<file path="src/rtl/tinyalu_pkg.sv">
// rtl/tinyalu_pkg.sv - shared types for the TinyALU command driver
// Contents: operation_t opcode encoding, alu_cmd_s queued command payload,
// drv_state_e driver FSM states, state_for_op() opcode-to-state decode.
package tinyalu_pkg;

    typedef enum logic [2:0] {
        no_op  = 3'b000,
        add_op = 3'b001,
        and_op = 3'b010,
        xor_op = 3'b011,
        mul_op = 3'b100,
        rst_op = 3'b111
    } operation_t;

    typedef struct packed {
        logic [7:0] a;
        logic [7:0] b;
        logic [2:0] op;
    } alu_cmd_s;

    typedef enum logic [2:0] {
        IDLE,
        NOP,
        RST,
        WAIT,
        RSP
    } drv_state_e;

    // Unassigned encodings 101/110 are treated like no_op: pulse start, no response.
    function automatic drv_state_e state_for_op(input logic [2:0] op);
        drv_state_e s;
        case (op)
            rst_op:                         s = RST;
            add_op, and_op, xor_op, mul_op: s = WAIT;
            default:                        s = NOP;
        endcase
        return s;
    endfunction

endpackage

</file>
<file path="src/rtl/tinyalu_cmd_fifo.sv">
// rtl/tinyalu_cmd_fifo.sv - command FIFO between the command port and the driver FSM
// Ports: clk, reset_n (async active-low); push/push_data/full on the write side;
// pop/pop_data/empty on the read side (pop_data shows the head entry, show-ahead).
// Pointers carry one extra wrap bit so full and empty both come from a pointer compare.
module tinyalu_cmd_fifo
    import tinyalu_pkg::*;
#(
    parameter int DEPTH = 4
) (
    input  logic     clk,
    input  logic     reset_n,
    input  logic     push,
    input  alu_cmd_s push_data,
    output logic     full,
    input  logic     pop,
    output alu_cmd_s pop_data,
    output logic     empty
);

    localparam int AW = $clog2(DEPTH);

    alu_cmd_s       mem [DEPTH];
    logic [AW:0]    wr_ptr;
    logic [AW:0]    rd_ptr;
    logic           do_push;
    logic           do_pop;

    assign empty    = (wr_ptr == rd_ptr);
    assign full     = (wr_ptr[AW] != rd_ptr[AW]) && (wr_ptr[AW-1:0] == rd_ptr[AW-1:0]);
    assign do_push  = push && !full;
    assign do_pop   = pop && !empty;
    assign pop_data = mem[rd_ptr[AW-1:0]];

    always_ff @(posedge clk or negedge reset_n) begin
        if (!reset_n) begin
            wr_ptr <= '0;
            rd_ptr <= '0;
        end else begin
            if (do_push) wr_ptr <= wr_ptr + 1'b1;
            if (do_pop)  rd_ptr <= rd_ptr + 1'b1;
        end
    end

    // Storage needs no reset: an entry is only read after it has been written.
    always_ff @(posedge clk) begin
        if (do_push) mem[wr_ptr[AW-1:0]] <= push_data;
    end

endmodule

</file>
<file path="src/rtl/tinyalu_cmd_driver.sv">
// rtl/tinyalu_cmd_driver.sv - command front-end driving the TinyALU start/done/reset_n protocol
// Ports: clk, reset_n (async active-low);
//   command in : cmd_valid, cmd_ready, cmd_a[8], cmd_b[8], cmd_op[3]
//   ALU side   : alu_a[8], alu_b[8], alu_op[3], alu_start, alu_reset_n, alu_done, alu_result[16]
//   response   : rsp_valid, rsp_ready, rsp_result[16], rsp_op[3], rsp_err
// Optional feature macro: TINYALU_CMD_TIMEOUT_EN (adds TIMEOUT parameter and WAIT watchdog;
// without it rsp_err is tied 0 and WAIT waits for done indefinitely).
module tinyalu_cmd_driver
    import tinyalu_pkg::*;
#(
    parameter int DEPTH      = 4,
    parameter int RST_CYCLES = 2
`ifdef TINYALU_CMD_TIMEOUT_EN
    ,
    parameter int TIMEOUT    = 16
`endif
) (
    input  logic        clk,
    input  logic        reset_n,
    input  logic        cmd_valid,
    output logic        cmd_ready,
    input  logic [7:0]  cmd_a,
    input  logic [7:0]  cmd_b,
    input  logic [2:0]  cmd_op,
    output logic [7:0]  alu_a,
    output logic [7:0]  alu_b,
    output logic [2:0]  alu_op,
    output logic        alu_start,
    output logic        alu_reset_n,
    input  logic        alu_done,
    input  logic [15:0] alu_result,
    output logic        rsp_valid,
    input  logic        rsp_ready,
    output logic [15:0] rsp_result,
    output logic [2:0]  rsp_op,
    output logic        rsp_err
);

    localparam int RW = $clog2(RST_CYCLES + 1);
    localparam logic [RW-1:0] RST_LAST = RW'(RST_CYCLES - 1);

    drv_state_e     state_q, state_d;
    alu_cmd_s       push_data, head;
    logic           full, empty, pop;
    logic           alu_start_d, alu_reset_n_d, rsp_valid_d;
    logic [15:0]    rsp_result_d;
    logic [2:0]     rsp_op_d;
    logic [RW-1:0]  rst_cnt, rst_cnt_d;

`ifdef TINYALU_CMD_TIMEOUT_EN
    localparam int TW = $clog2(TIMEOUT + 1);
    localparam logic [TW-1:0] TMO_LAST = TW'(TIMEOUT - 1);
    logic [TW-1:0]  tmo_cnt, tmo_cnt_d;
    logic           rsp_err_q, rsp_err_d;
    assign rsp_err = rsp_err_q;
`else
    assign rsp_err = 1'b0;
`endif

    assign push_data = '{a: cmd_a, b: cmd_b, op: cmd_op};
    assign cmd_ready = !full;

    tinyalu_cmd_fifo #(.DEPTH(DEPTH)) u_fifo (
        .clk       (clk),
        .reset_n   (reset_n),
        .push      (cmd_valid),
        .push_data (push_data),
        .full      (full),
        .pop       (pop),
        .pop_data  (head),
        .empty     (empty)
    );

    // All ALU and response outputs are registered; this block computes their next values.
    always_comb begin
        state_d       = state_q;
        pop           = 1'b0;
        alu_start_d   = alu_start;
        alu_reset_n_d = alu_reset_n;
        rsp_valid_d   = rsp_valid;
        rsp_result_d  = rsp_result;
        rsp_op_d      = rsp_op;
        rst_cnt_d     = rst_cnt;
`ifdef TINYALU_CMD_TIMEOUT_EN
        tmo_cnt_d     = tmo_cnt;
        rsp_err_d     = rsp_err_q;
`endif
        case (state_q)
            IDLE: begin
                alu_reset_n_d = 1'b1;
                if (!empty) begin
                    pop           = 1'b1;
                    state_d       = state_for_op(head.op);
                    alu_start_d   = (state_d != RST);
                    alu_reset_n_d = (state_d != RST);
                    rst_cnt_d     = '0;
`ifdef TINYALU_CMD_TIMEOUT_EN
                    tmo_cnt_d     = '0;
`endif
                end
            end
            NOP: begin
                alu_start_d = 1'b0;
                state_d     = IDLE;
            end
            RST: begin
                if (rst_cnt == RST_LAST) begin
                    alu_reset_n_d = 1'b1;
                    state_d       = IDLE;
                end else begin
                    rst_cnt_d = rst_cnt + 1'b1;
                end
            end
            WAIT: begin
                // done is checked first so it wins over a watchdog expiry on the same cycle
                if (alu_done) begin
                    alu_start_d  = 1'b0;
                    rsp_valid_d  = 1'b1;
                    rsp_result_d = alu_result;
                    rsp_op_d     = alu_op;
`ifdef TINYALU_CMD_TIMEOUT_EN
                    rsp_err_d    = 1'b0;
`endif
                    state_d      = RSP;
                end
`ifdef TINYALU_CMD_TIMEOUT_EN
                else if (tmo_cnt == TMO_LAST) begin
                    alu_start_d  = 1'b0;
                    rsp_valid_d  = 1'b1;
                    rsp_result_d = 16'h0000;
                    rsp_op_d     = alu_op;
                    rsp_err_d    = 1'b1;
                    state_d      = RSP;
                end else begin
                    tmo_cnt_d = tmo_cnt + 1'b1;
                end
`endif
            end
            RSP: begin
                if (rsp_ready) begin
                    rsp_valid_d = 1'b0;
                    state_d     = IDLE;
                end
            end
            default: state_d = IDLE;
        endcase
    end

    always_ff @(posedge clk or negedge reset_n) begin
        if (!reset_n) begin
            state_q     <= IDLE;
            alu_a       <= '0;
            alu_b       <= '0;
            alu_op      <= '0;
            alu_start   <= 1'b0;
            alu_reset_n <= 1'b0;
            rsp_valid   <= 1'b0;
            rsp_result  <= '0;
            rsp_op      <= '0;
            rst_cnt     <= '0;
`ifdef TINYALU_CMD_TIMEOUT_EN
            tmo_cnt     <= '0;
            rsp_err_q   <= 1'b0;
`endif
        end else begin
            state_q     <= state_d;
            alu_start   <= alu_start_d;
            alu_reset_n <= alu_reset_n_d;
            rsp_valid   <= rsp_valid_d;
            rsp_result  <= rsp_result_d;
            rsp_op      <= rsp_op_d;
            rst_cnt     <= rst_cnt_d;
`ifdef TINYALU_CMD_TIMEOUT_EN
            tmo_cnt     <= tmo_cnt_d;
            rsp_err_q   <= rsp_err_d;
`endif
            if (pop) begin
                alu_a  <= head.a;
                alu_b  <= head.b;
                alu_op <= head.op;
            end
        end
    end

endmodule

</file>
<file path="config.mk">
export PLATFORM = sky130hd
export DESIGN_NAME = tinyalu_cmd_driver
export DESIGN_NICKNAME = d
export VERILOG_FILES = /design/src/rtl/tinyalu_pkg.sv /design/src/rtl/tinyalu_cmd_fifo.sv /design/src/rtl/tinyalu_cmd_driver.sv
export SDC_FILE = /design/constraint.sdc
export NUM_CORES = 1
export LEC_CHECK = 0
export ABC_CLOCK_PERIOD_IN_PS = 2130
export CAP_MARGIN = 20
export CORE_MARGIN = 2
export CORE_UTILIZATION = 53
export DETAILED_ROUTE_END_ITERATION = 16
export HOLD_SLACK_MARGIN = 0.05
export PLACE_DENSITY = 0.79
export RECOVER_POWER = 50
export REMOVE_ABC_BUFFERS = 1
export SYNTH_ARGS = -nofsm -noshare
export SYNTH_HDL_FRONTEND = slang
export SYNTH_HIERARCHICAL = 1
export SYNTH_SLANG_ARGS = --single-unit
</file>
<file path="constraint.sdc">
create_clock -name clk -period 2.13 [get_ports clk]
set_input_delay 0.426 -clock clk [delete_from_list [all_inputs] [get_ports clk]]
set_output_delay 0.426 -clock clk [all_outputs]
set_load 0.005 [all_outputs]
</file>
==> summary.md, run 1 <==
| Metric | Value |
|---|---|
| Status | completed |
| Post-Synth Simple-Gate Area | 3.34% |
| Internal power of the cells | 8.06 mW |
| Metal-1 WL | 4000 microns |
| Worst setup EP type | output port |
| Sw frac | 28.8% |
| CTS clock-pin slew for the worst setup and hold paths | 0.06 ns |
| DRT antenna net count | 0 |
| Placed insts | 500 |
| # rows | 36 |
| Final instance area | 7000 sq um |
| Fmax | 500 MHz |
| Post-synth cell types | 45 |
| # nets final | 443 |
| DR WL/cell | 18.8 microns |
| H-Tree Depth | 4 |
| Worst vdd ir | 1.00 mV |
| Max-cap viol count | 0 |
| Post-synth EDFFs | 76 |
| Clk Latency, worst-skew pair | 0.53 ns |
| Clock skew | 0.0117 ns |
| Synth Register Bits | 128 |
| GRT Util Overall | 20.5% |
| CTS max path bufs | 2 |
| First drt pass iteration count | 6 |
| Top Metal Used | met4 |
| CP Class | reg -> out |
| I/O pin cnt | 83 |
| Avg Vias per Cell | 5.46 |
| CTS Buf Count | 17 |
| Routed WL | 10200 microns |
| Post-layout min period | 2.00 ns |
| Area of the core | 9680 sq um |
| Final Non-Filler Cells | 543 |
| Power per cell area | 1620 nW/um^2 |
| Die Width | 103 microns |
| CTS tree | built |
| Final Hold Fails | 0 |
| Post-synthesis xor/xnor area fraction | 2.27% |
| DP HPWL | 6280 microns |
| Setup_tns | 0 ns |
| Iter 0 DRT Violations | 149 |
| Area grow syn2layout | 33.5% |
| Switching pwr | 3.26 mW |
| Routed via count | 2967 |
| Syn Area/Cell | 18.6 sq um |
| Placed cell areas | 6280 sq um |
| Worst endpoint required time | 1.70 ns |
| Combinational cell fraction of total power | 38.1% |
| Largest net degree at the start of global routing | 53 |
| Clock power share | 27.5% |
| Synth Area in Compound Gates | 4.11% |
| Final slew viol count | 0 |
| RSZ-0062 raised after global routing | no |
| CP arrival | 1.57 ns |
| Adder-cell area share of the yosys netlist | 1.43% |
| Met2 wire length | 5250 microns |
| Overflow after GRT | 0 |
| Root buf cell | clkbuf_8 |
| ANT cells | 0 |
| Synth Cell Area | 5240 sq um |
| Syn. warnings | 6 |
| Measured slew at the worst slew-check pin | 1.36 ns |
| Initial antenna violation count | 0 |
| Static Leak | 2.71 nW |
| Final setup vio count | 0 |
| Register area share after synthesis | 68.4% |
| RD Place Congestion | 0.806 |
| Top_reg_cell synth | edfxtp_1 |
| Synth Instances | 282 |
| DRC | 0 |
| PortBufs | 81 |
| Startpoint Class | register |
| Share of power burned in registers | 34.5% |
| Multiplexer share of the synthesized area | 17.7% |
| Post-synthesis async set-or-reset flop share | 40.6% |
| Slew margin rel. | 9.14% |
| Period utilization | 93.9% |
| DIE AREA | 10700 sq um |
| Die Ht | 103 microns |
| CTS Sinks | 128 |
| Share of cells above drive strength 1 | 32.7% |
| Hold Path Class | reg -> reg |
| CP max FO | 4 |
| First-pass GRT wire length | 15600 microns |
| Initial Util | 54.1% |
| WL met3 | 789 microns |
| Vias in the first global route | 3015 |
| Largest family of logic cells by synthesized area | multiplexers |
==> state kept, by name, indices dropped and copies added, names as in the netlist <==
| register | cells |
|---|---|
| u_fifo/mem | 76 |
| rsp_result | 16 |
| alu_a | 8 |
| alu_b | 8 |
| alu_op | 3 |
| rsp_op | 3 |
| state_q | 3 |
| u_fifo/rd_ptr | 3 |
| u_fifo/wr_ptr | 3 |
| rst_cnt | 2 |
| alu_reset_n | 1 |
| alu_start | 1 |
| rsp_valid | 1 |
==> power groups by stage <==
stage | Sequential (mW) | Combinational (mW) | Clock (mW)
floorplan | 4.06 | 2.18 | 0
global placement | 3.93 | 4.00 | 0
detailed placement | 3.98 | 4.09 | 0
CTS | 3.91 | 4.35 | 3.16
global route | 3.98 | 4.65 | 3.26
finish | 3.90 | 4.31 | 3.11
==> layer usage <==
metal	global-route usage [%]	vias to the layer above
li1	-	1320
met1	23.9	1526
met2	34.7	105
met3	7.39	16
met4	8.60	0
met5	0	-
==> kinds of logic (layout without fill, tap and decap cells) <==
kind of cell,after synthesis,count (layout)
flops,128,128
mux,57,57
simple gates,29,29
compound gates,26,26
buf+inv,24,152
xor+xnor,11,11
fa+ha+maj,6,6
other cells,1,1
==> cell usage after synthesis (all sizes together), types with 2 or more instances <==
cell type | n | area share [%]
nand3 | 3 | 0.38
mux4 | 19 | 8.2
mux2 | 38 | 9.5
dfrtp | 52 | 25
ha | 6 | 1.4
nand2b | 3 | 0.36
nand2 | 8 | 0.57
and3 | 3 | 0.36
inv | 10 | 0.72
o211ai | 2 | 0.29
a31oi | 2 | 0.36
a21oi | 6 | 0.57
xnor2 | 6 | 1.1
nor4 | 2 | 0.53
nor3 | 3 | 0.29
buf | 12 | 1.9
nor2 | 3 | 0.21
xor2 | 5 | 1.1
edfxtp | 76 | 44
a211oi | 2 | 0.48
clkbuf | 2 | 0.14
a21boi | 2 | 0.29
o31ai | 6 | 1.2
==> critical path, cell delays in order (launching register included) <==
cell and delay, ns:
dfrtp_2 0.45, xnor2_2 0.21, nand3_2 0.11, inv_1 0.07
inv_1 0.03, clkdlybuf4s15_1 0.18
==> final timing paths <==
path	depth (start not counted)	startpoint	slack, ns	endpoint
hold / removal	1	alu_a[5]	0.51	alu_a[5]
hold reg to reg	1	alu_a[5]	0.51	alu_a[5]
min in group asynchronous	3	reset_n	0.83	alu_start
setup / recovery	5	u_fifo/rd_ptr[1]	0.13	cmd_ready
max in group asynchronous	3	reset_n	0.40	u_fifo/wr_ptr[0]
setup reg to reg	9	u_fifo/wr_ptr[1]	0.21	u_fifo/rd_ptr[1]
==> cell usage in the layout (no fill, tap or decap), types with 4 or more instances in the layout <==
cell type / instances
dlygate4sd3_1: 20
clkdlybuf4s50_1: 60
ha_1: 6
nand2_1: 8
inv_1: 10
mux2_4: 19
clkbuf_16: 16
edfxtp_1: 76
buf_4: 24
a21oi_1: 6
bufinv_16: 5
xnor2_1: 4
mux4_2: 19
dfrtp_2: 6
dfrtp_1: 46
mux2_2: 18
==> metrics by stage <==
| step | utilization, % | total power, mW | setup WS, ns | hold WS, ns |
|---|---|---|---|---|
| global route | 72.3 | 11.9 | 0.0284 | 0.497 |
| finish | 72.3 | 11.3 | 0.131 | 0.507 |
| global placement | 64.9 | 7.93 | 0.129 | 0.470 |
| detailed placement | 64.9 | 8.07 | 0.0697 | 0.482 |
| floorplan | - | 6.24 | -0.860 | 0.130 |
| CTS | 72.3 | 11.4 | 0.0628 | 0.483 |
==> cell type report <==
type / instances / area, sq um
inverters: 10 / 37.5
well taps: 133 / 166
repair buffers: 110 / 1050
clock inverters: 13 / 209
fillers: 609 / 2690
multi-input cells: 130 / 1520
clock buffers: 19 / 432
flip-flops and latches: 128 / 3590
==> repair_timing <==
| item | CTS | global route |
|---|---|---|
| buffers inserted | 8 | 2 |
| pin swaps | 3 | 2 |
| endpoints found under the setup margin | 1 | 1 |
| hold endpoints to repair | 17 | 0 |
| hold buffers | 1 | 0 |
| resized for setup | 8 | 1 |
Note: power is estimated with default switching activity, not from simulation.
==> run 2, diff against run 1 <==
--- a/config.mk
+++ b/config.mk
@@ -9,6 +9,7 @@
 export CAP_MARGIN = 20
 export CORE_MARGIN = 2
 export CORE_UTILIZATION = 53
+export CTS_BUF_LIST = sky130_fd_sc_hd__clkbuf_8 sky130_fd_sc_hd__clkbuf_16
 export DETAILED_ROUTE_END_ITERATION = 16
 export HOLD_SLACK_MARGIN = 0.05
 export PLACE_DENSITY = 0.79
==> run 2 against run 1 <==
Combinational power about the same. Clock power about the same. Flip-flop and latch count unchanged. Largest power group unchanged.
==> summary.md, run 2 (synthesis results as in run 1) <==
| Metric | Value |
|---|---|
| Power per cell area | 1620 nW/um^2 (about the same) |
| Met3 usage | 7.39% (unchanged) |
| # nets final | 443 (unchanged) |
| Most frequent CP cell | inv_1 (unchanged) |
| Crit. path cell count | 5 (unchanged) |
| Sw frac | 28.8% (about the same) |
| Static Leak | 2.71 nW (about the same) |
| H-Tree Depth | 4 (unchanged) |
| Final hold slack | 0.504 ns (was 0.507 ns) |
| Leading cell type in the layout, fill and taps excluded | edfxtp_1 (unchanged) |
| First-pass GRT wire length | 15600 microns (unchanged) |
| Pre-CTS worst setup slack | 0.0697 ns (unchanged) |
| CP peak stage delay | 0.45 ns (about the same) |
| Share of power burned in registers | 34.5% (about the same) |
| CP Launch Point | u_fifo/rd_ptr[1] (unchanged) |
| DIE AREA | 10700 sq um (unchanged) |
| CP arrival | 1.57 ns (about the same) |
| Setup WS post-layout | 0.131 ns (about the same) |
| Clock skew | 0.0117 ns (about the same) |
| Internal power of the cells | 8.05 mW (was 8.06 mW) |
| Worst r2r path cells | 9 (unchanged) |
| Area of the core | 9680 sq um (unchanged) |
| Buffers & Inverters on Critical Path | 3 (unchanged) |
| Switching pwr | 3.26 mW (about the same) |
| Utilization after layout | 72.3% (unchanged) |
| Period utilization | 93.9% (about the same) |
| Final Non-Filler Cells | 543 (unchanged) |
| RSZ-0062 raised after global routing | no (unchanged) |
| Met1 Usage GRT | 23.9% (unchanged) |
| CTS Buf Count | 17 (unchanged) |
| Clk Latency, worst-skew pair | 0.53 ns (about the same) |
| Avg Vias per Cell | 5.47 (was 5.46) |
| Post-layout min period | 2.00 ns (about the same) |
| ANT cells | 0 (unchanged) |
| Startpoint Class | register (unchanged) |
| CP Class | reg -> out (unchanged) |
| Share of cells above drive strength 1 | 32.7% (unchanged) |
| Combinational cell fraction of total power | 38.1% (about the same) |
| Overflow after GRT | 0 (unchanged) |
| PortBufs | 81 (unchanged) |
| Status | completed (unchanged) |
| Worst R2R Setup Slack | 0.21 ns (about the same) |
| GRT Util Overall | 20.5% (unchanged) |
| Critical path, cell by cell | xnor2_2, nand3_2, inv_1, inv_1, clkdlybuf4s15_1 (unchanged) |
| Root buf cell | clkbuf_8 (unchanged) |
| Worst setup path end | cmd_ready (unchanged) |
| Max-cap viol count | 0 (unchanged) |
| Worst endpoint required time | 1.70 ns (about the same) |
| Routed via count | 2969 (was 2967) |
| Fmax | 500 MHz (about the same) |
| DRC | 0 (unchanged) |
| CTS max path bufs | 2 (unchanged) |
| Slowest CP cell | dfrtp_2 (unchanged) |
| Hold Path Class | reg -> reg (unchanged) |
| Routed WL | 10200 microns (about the same) |
| I/O pin cnt | 83 (unchanged) |
| Register area | 3590 sq um (unchanged) |
| Vias in the first global route | 3015 (unchanged) |
| CP max FO | 4 (unchanged) |
| Slew margin rel. | 9.15% (was 9.14%) |
| Worst R2R End | u_fifo/rd_ptr[1] (unchanged) |
| Placed cell areas | 6280 sq um (unchanged) |
| DRT antenna net count | 0 (unchanged) |
| Final Power | 11.3 mW (about the same) |
| Gr busiest metal | met2 (unchanged) |
| Final instance area | 7000 sq um (unchanged) |
| Reg2Reg Launch Point | u_fifo/wr_ptr[1] (unchanged) |
| Worst vdd ir | 0.999 mV (was 1.00 mV) |
| Largest register FFs | 76 (unchanged) |
| Final Hold Fails | 0 (unchanged) |
| First drt pass iteration count | 6 (unchanged) |
| Worst setup EP type | output port (unchanged) |
| Area occupied by multi-input gates | 1520 sq um (unchanged) |
| Final setup vio count | 0 (unchanged) |
| Final slew viol count | 0 (unchanged) |
| Filler cells | 609 (unchanged) |
| Die Ht | 103 microns (unchanged) |
| CTS tree | built (unchanged) |
| Measured slew at the worst slew-check pin | 1.36 ns (about the same) |
| Largest net degree at the start of global routing | 53 (unchanged) |
| Placed insts | 500 (unchanged) |
| Iter 0 DRT Violations | 149 (unchanged) |
| Die Width | 103 microns (unchanged) |
| CP top delay family | flip-flops (unchanged) |
| DR WL/cell | 18.8 microns (about the same) |
| Initial antenna violation count | 0 (unchanged) |
| RD Place Congestion | 0.806 (unchanged) |
| Clock power share | 27.4% (was 27.5%) |
| Setup_tns | 0 ns (unchanged) |
| Met2 GRT Util | 34.7% (unchanged) |
| Initial Util | 54.1% (unchanged) |
| Area grow syn2layout | 33.5% (unchanged) |
| CTS clock-pin slew for the worst setup and hold paths | 0.06 ns (about the same) |
| DP HPWL | 6280 microns (unchanged) |
| CTS Sinks | 128 (unchanged) |
| Commonest non-fill, non-tap cells in the layout | 76 x edfxtp_1, 60 x clkdlybuf4s50_1, 46 x dfrtp_1 (unchanged) |
| # rows | 36 (unchanged) |
run 2: changes by cell type in the layout (fill, tap and decap cells not counted):
cell,previous run,this run
inv_1,10,11
clkbuf_1,1,0
run 2: repair_timing:
| item | 4_1_cts | 5_1_grt |
|---|---|---|
| setup endpoints to repair | 1 | 1 |
| gates cloned | 0 | 0 |
| buffers inserted | 8 | 2 |
| endpoints found under the hold margin | 17 | 0 |
| pin swaps | 3 | 2 |
| hold buffers | 1 | 0 |
| resized for setup | 8 | 1 |
run 2: per-layer routing:
layer  share of wire, %  vias to the layer above
met5                  0                        -
met3                7.8                       16
met1                 39                     1528
met2                 51                      105
met4                1.8                        0
li1                   -                     1320
run 2: final cells by class:
class / count / share of cell area, %
well taps: 133 / 2.38
inverters: 10 / 0.536
multi-input cells: 130 / 21.7
clock buffers: 18 / 6.11
repair buffers: 110 / 14.9
clock inverters: 14 / 3.04
flip-flops and latches: 128 / 51.3
run 2: worst min path at each step:
| stage | from | endpoint | depth (start not counted) |
|---|---|---|---|
| after global placement | alu_a[5] | alu_a[5] | 1 |
| final | alu_a[5] | alu_a[5] | 1 |
| after detailed placement | alu_a[5] | alu_a[5] | 1 |
| after global routing | alu_result[13] | rsp_result[13] | 2 |
| after CTS | rsp_ready | state_q[2] | 2 |
| after floorplan | reset_n | alu_a[0] | 0 |
run 2: power by group through the flow:
stage	combinational, mW	sequential (mW)	clock (mW)
after floorplan	2.18	4.06	0
after global placement	4.00	3.93	0
after detailed placement	4.09	3.98	0
after CTS	4.35	3.91	3.16
after global routing	4.65	3.98	3.26
final	4.31	3.90	3.10
==> run 3, diff against run 2 <==
--- a/config.mk
+++ b/config.mk
@@ -5,8 +5,9 @@
 export SDC_FILE = /design/constraint.sdc
 export NUM_CORES = 1
 export LEC_CHECK = 0
+export ABC_AREA = 1
 export ABC_CLOCK_PERIOD_IN_PS = 2130
-export CAP_MARGIN = 20
+export CAP_MARGIN = 5
 export CORE_MARGIN = 2
 export CORE_UTILIZATION = 53
 export CTS_BUF_LIST = sky130_fd_sc_hd__clkbuf_8 sky130_fd_sc_hd__clkbuf_16
==> run 3 against run 2 <==
Largest cell class unchanged. Largest power group unchanged. Highest routed layer unchanged. Area after synthesis decreased by 0.62%. Global-route usage increased by 2.9 points. Via count increased by 26%. Clock power decreased by 4%. Synthesized cell count increased by 67%. Critical path type unchanged. Non-clock buffer count decreased by 5. Utilization decreased by 0.74 points. Critical endpoint unchanged. Routed wire length increased by 16%. Power decreased by 3.7%.
==> summary.md, run 3 <==
| Metric | Value |
|---|---|
| Worst vdd ir | 0.912 mV (was 0.999 mV) |
| # nets final | 618 (was 443) |
| Setup WS post-layout | 0.120 ns (was 0.131 ns) |
| Register area share after synthesis | 68.8% (was 68.4%) |
| Commonest non-fill, non-tap cells in the layout | 131 x nand2_1, 76 x edfxtp_1, 60 x clkdlybuf4s50_1 (was 76 x edfxtp_1, 60 x clkdlybuf4s50_1, 46 x dfrtp_1) |
| Post-synth top area cell | edfxtp_1 (unchanged) |
| Synth Register Bits | 128 (unchanged) |
| Post-synth cell types | 29 (was 45) |
| Final slew viol count | 0 (unchanged) |
| # rows | 36 (unchanged) |
| CTS Sinks | 128 (unchanged) |
| Root buf cell | clkbuf_8 (unchanged) |
| Worst endpoint required time | 1.70 ns (about the same) |
| Share of cells above drive strength 1 | 12.3% (was 32.7%) |
| Synth cell count leaders | 130 x nand2_1, 76 x edfxtp_1, 52 x dfrtp_1, 49 x nor2_1, 40 x o21ai_0 (was 76 x edfxtp_1, 52 x dfrtp_1, 19 x mux2_4, 19 x mux4_2, 18 x mux2_2) |
| Register area | 3580 sq um (was 3590 sq um) |
| Avg Vias per Cell | 5.23 (was 5.47) |
| Fmax | 497 MHz (was 500 MHz) |
| CTS Buf Count | 17 (unchanged) |
| CTS max path bufs | 2 (unchanged) |
| RD Place Congestion | 0.865 (was 0.806) |
| Max-cap viol count | 0 (unchanged) |
| PortBufs | 81 (unchanged) |
| I/O pin cnt | 83 (unchanged) |
| Synth Instances | 471 (was 282) |
| Clock skew | 0.0107 ns (was 0.0117 ns) |
| Area grow syn2layout | 32.4% (was 33.5%) |
| Iter 0 DRT Violations | 298 (was 149) |
| Final Hold Fails | 0 (unchanged) |
| Status | completed (unchanged) |
| Leading cell type in the layout, fill and taps excluded | nand2_1 (was edfxtp_1) |
| Syn Area/Cell | 11.1 sq um (was 18.6 sq um) |
| CP max FO | 4 (unchanged) |
| DP HPWL | 7180 microns (was 6280 microns) |
| Static Leak | 2.93 nW (was 2.71 nW) |
| DR WL/cell | 16.6 microns (was 18.8 microns) |
| Post-synth EDFFs | 76 (unchanged) |
| Largest cells by area after synthesis | edfxtp_1 44%, dfrtp_1 25%, nand2_1 9.4%, o21ai_0 3.8%, nor2_1 3.5% (was edfxtp_1 44%, dfrtp_1 25%, mux4_2 8.2%, mux2_4 5.4%, mux2_2 3.9%) |
| Area of the core | 9640 sq um (was 9680 sq um) |
| Top-count cell post-synth | nand2_1 (was edfxtp_1) |
| Synth Cell Area | 5210 sq um (was 5240 sq um) |
| Worst setup EP type | output port (unchanged) |
| Startpoint Class | register (unchanged) |
| Syn. warnings | 6 (unchanged) |
| DIE AREA | 10600 sq um (was 10700 sq um) |
| Filler cells | 674 (was 609) |
| Hold Path Class | reg -> reg (unchanged) |
| Die Width | 103 microns (about the same) |
| Pre-CTS worst setup slack | 0.305 ns (was 0.0697 ns) |
| Top_reg_cell synth | edfxtp_1 (unchanged) |
| Synth top area share | 43.8% (was 43.5%) |
| Largest register FFs | 76 (unchanged) |
| Initial Util | 54.0% (was 54.1%) |
| Largest net degree at the start of global routing | 26 (was 53) |
| H-Tree Depth | 4 (unchanged) |
| Area occupied by multi-input gates | 1400 sq um (was 1520 sq um) |
| CTS tree | built (unchanged) |
| Power per cell area | 1580 nW/um^2 (was 1620 nW/um^2) |
| Vias in the first global route | 3746 (was 3015) |
| CP arrival | 1.58 ns (was 1.57 ns) |
| Measured slew at the worst slew-check pin | 1.16 ns (was 1.36 ns) |
| ANT cells | 0 (unchanged) |
| Initial antenna violation count | 0 (unchanged) |
| Final setup vio count | 0 (unchanged) |
| GRT Util Overall | 23.5% (was 20.5%) |
| Post-layout min period | 2.01 ns (was 2.00 ns) |
| Slew margin rel. | 22.7% (was 9.15%) |
| Routed WL | 11900 microns (was 10200 microns) |
| RSZ-0062 raised after global routing | no (unchanged) |
| First drt pass iteration count | 6 (unchanged) |
| Clk Latency, worst-skew pair | 0.52 ns (was 0.53 ns) |
| Period utilization | 94.4% (was 93.9%) |
| Overflow after GRT | 0 (unchanged) |
| First-pass GRT wire length | 18400 microns (was 15600 microns) |
| Routed via count | 3752 (was 2969) |
| CTS clock-pin slew for the worst setup and hold paths | 0.06 ns (about the same) |
| Die Ht | 103 microns (about the same) |
| DRC | 0 (unchanged) |
| Final Power | 10.9 mW (was 11.3 mW) |
| CP Class | reg -> out (unchanged) |
| DRT antenna net count | 0 (unchanged) |
| Post-synthesis async set-or-reset flop share | 40.6% (unchanged) |
==> run 3: power by group <==
part           internal (mW)  total, mW  switching, mW
combinational           1.74       4.08           2.33
sequential              3.47       3.83          0.357
clock                   1.88       2.98           1.10
total                   7.09       10.9           3.79
==> run 3: critical path: stages (launching register included) <==
cell,delay [ns]
dfrtp_1,0.41
inv_2,0.07
nand2_1,0.06
nand2_1,0.09
nand3_2,0.09
inv_1,0.06
inv_1,0.03
dlygate4sd2_1,0.25
==> run 3: cells by family after synthesis <==
kind of cell	count (synthesis)	synth area share (%)
simple gates	220	17.7
flops	128	68.8
compound gates	66	6.97
buf+inv	47	4.54
fa+ha+maj	6	1.44
xor+xnor	3	0.505
other cells	1	0.0720
==> run 3: cell type report <==
class / instances / share of cell area [%]
Clock buffer: 22 / 7.66
Clock inverter: 10 / 1.51
Inverter: 24 / 1.31
Multi-Input combinational cell: 296 / 20.3
Sequential cell: 128 / 52.0
Tap cell: 133 / 2.41
Timing Repair Buffer: 105 / 14.8
==> run 3: worst paths after layout <==
path	start	to	slack (ns)	depth (start not counted)
worst max register to register	u_fifo/rd_ptr[0]	state_q[1]	0.28	10
worst max-delay path	u_fifo/wr_ptr[1]	cmd_ready	0.12	7
max in group asynchronous	reset_n	u_fifo/wr_ptr[0]	0.36	3
worst min-delay path	rsp_result[0]	rsp_result[0]	0.47	2
min in group asynchronous	reset_n	rsp_result[1]	0.68	2
worst min register to register	rsp_result[0]	rsp_result[0]	0.47	2
==> run 3: stage by stage <==
| stage | area [sq um] | TNS [ns] | util [%] | hold WS (ns) | instances |
|---|---|---|---|---|---|
| 4_1_cts | 6910 | 0 | 71.7 | 0.405 | 718 |
| 3_5_place_dp | 6210 | 0 | 64.4 | 0.409 | 678 |
| 2_1_floorplan | 5060 | -22.83 | - | 0.130 | 448 |
| 3_3_place_gp | 6210 | 0 | 64.4 | 0.408 | 678 |
| 5_1_grt | 6900 | 0 | 71.5 | 0.473 | 718 |
| 6_report | 6900 | 0 | 71.5 | 0.471 | 718 |
==> run 3: timing repair <==
action	4_1_cts	5_1_grt
hold buffers	1	0
endpoints found under the hold margin	20	0
endpoints found under the setup margin	1	0
resized for setup	4	0
setup buffers	7	0
==> run 3: metal layers <==
metal / GRT usage (%) / vias to the layer above / routed length [microns] / share of wire [%]
met5: 0 / - / 0 / 0
met4: 10.4 / 0 / 218 / 1.8
met3: 5.97 / 20 / 798 / 6.7
met2: 41.2 / 154 / 6170 / 52
met1: 27.3 / 1783 / 4700 / 40
li1: - / 1795 / - / -
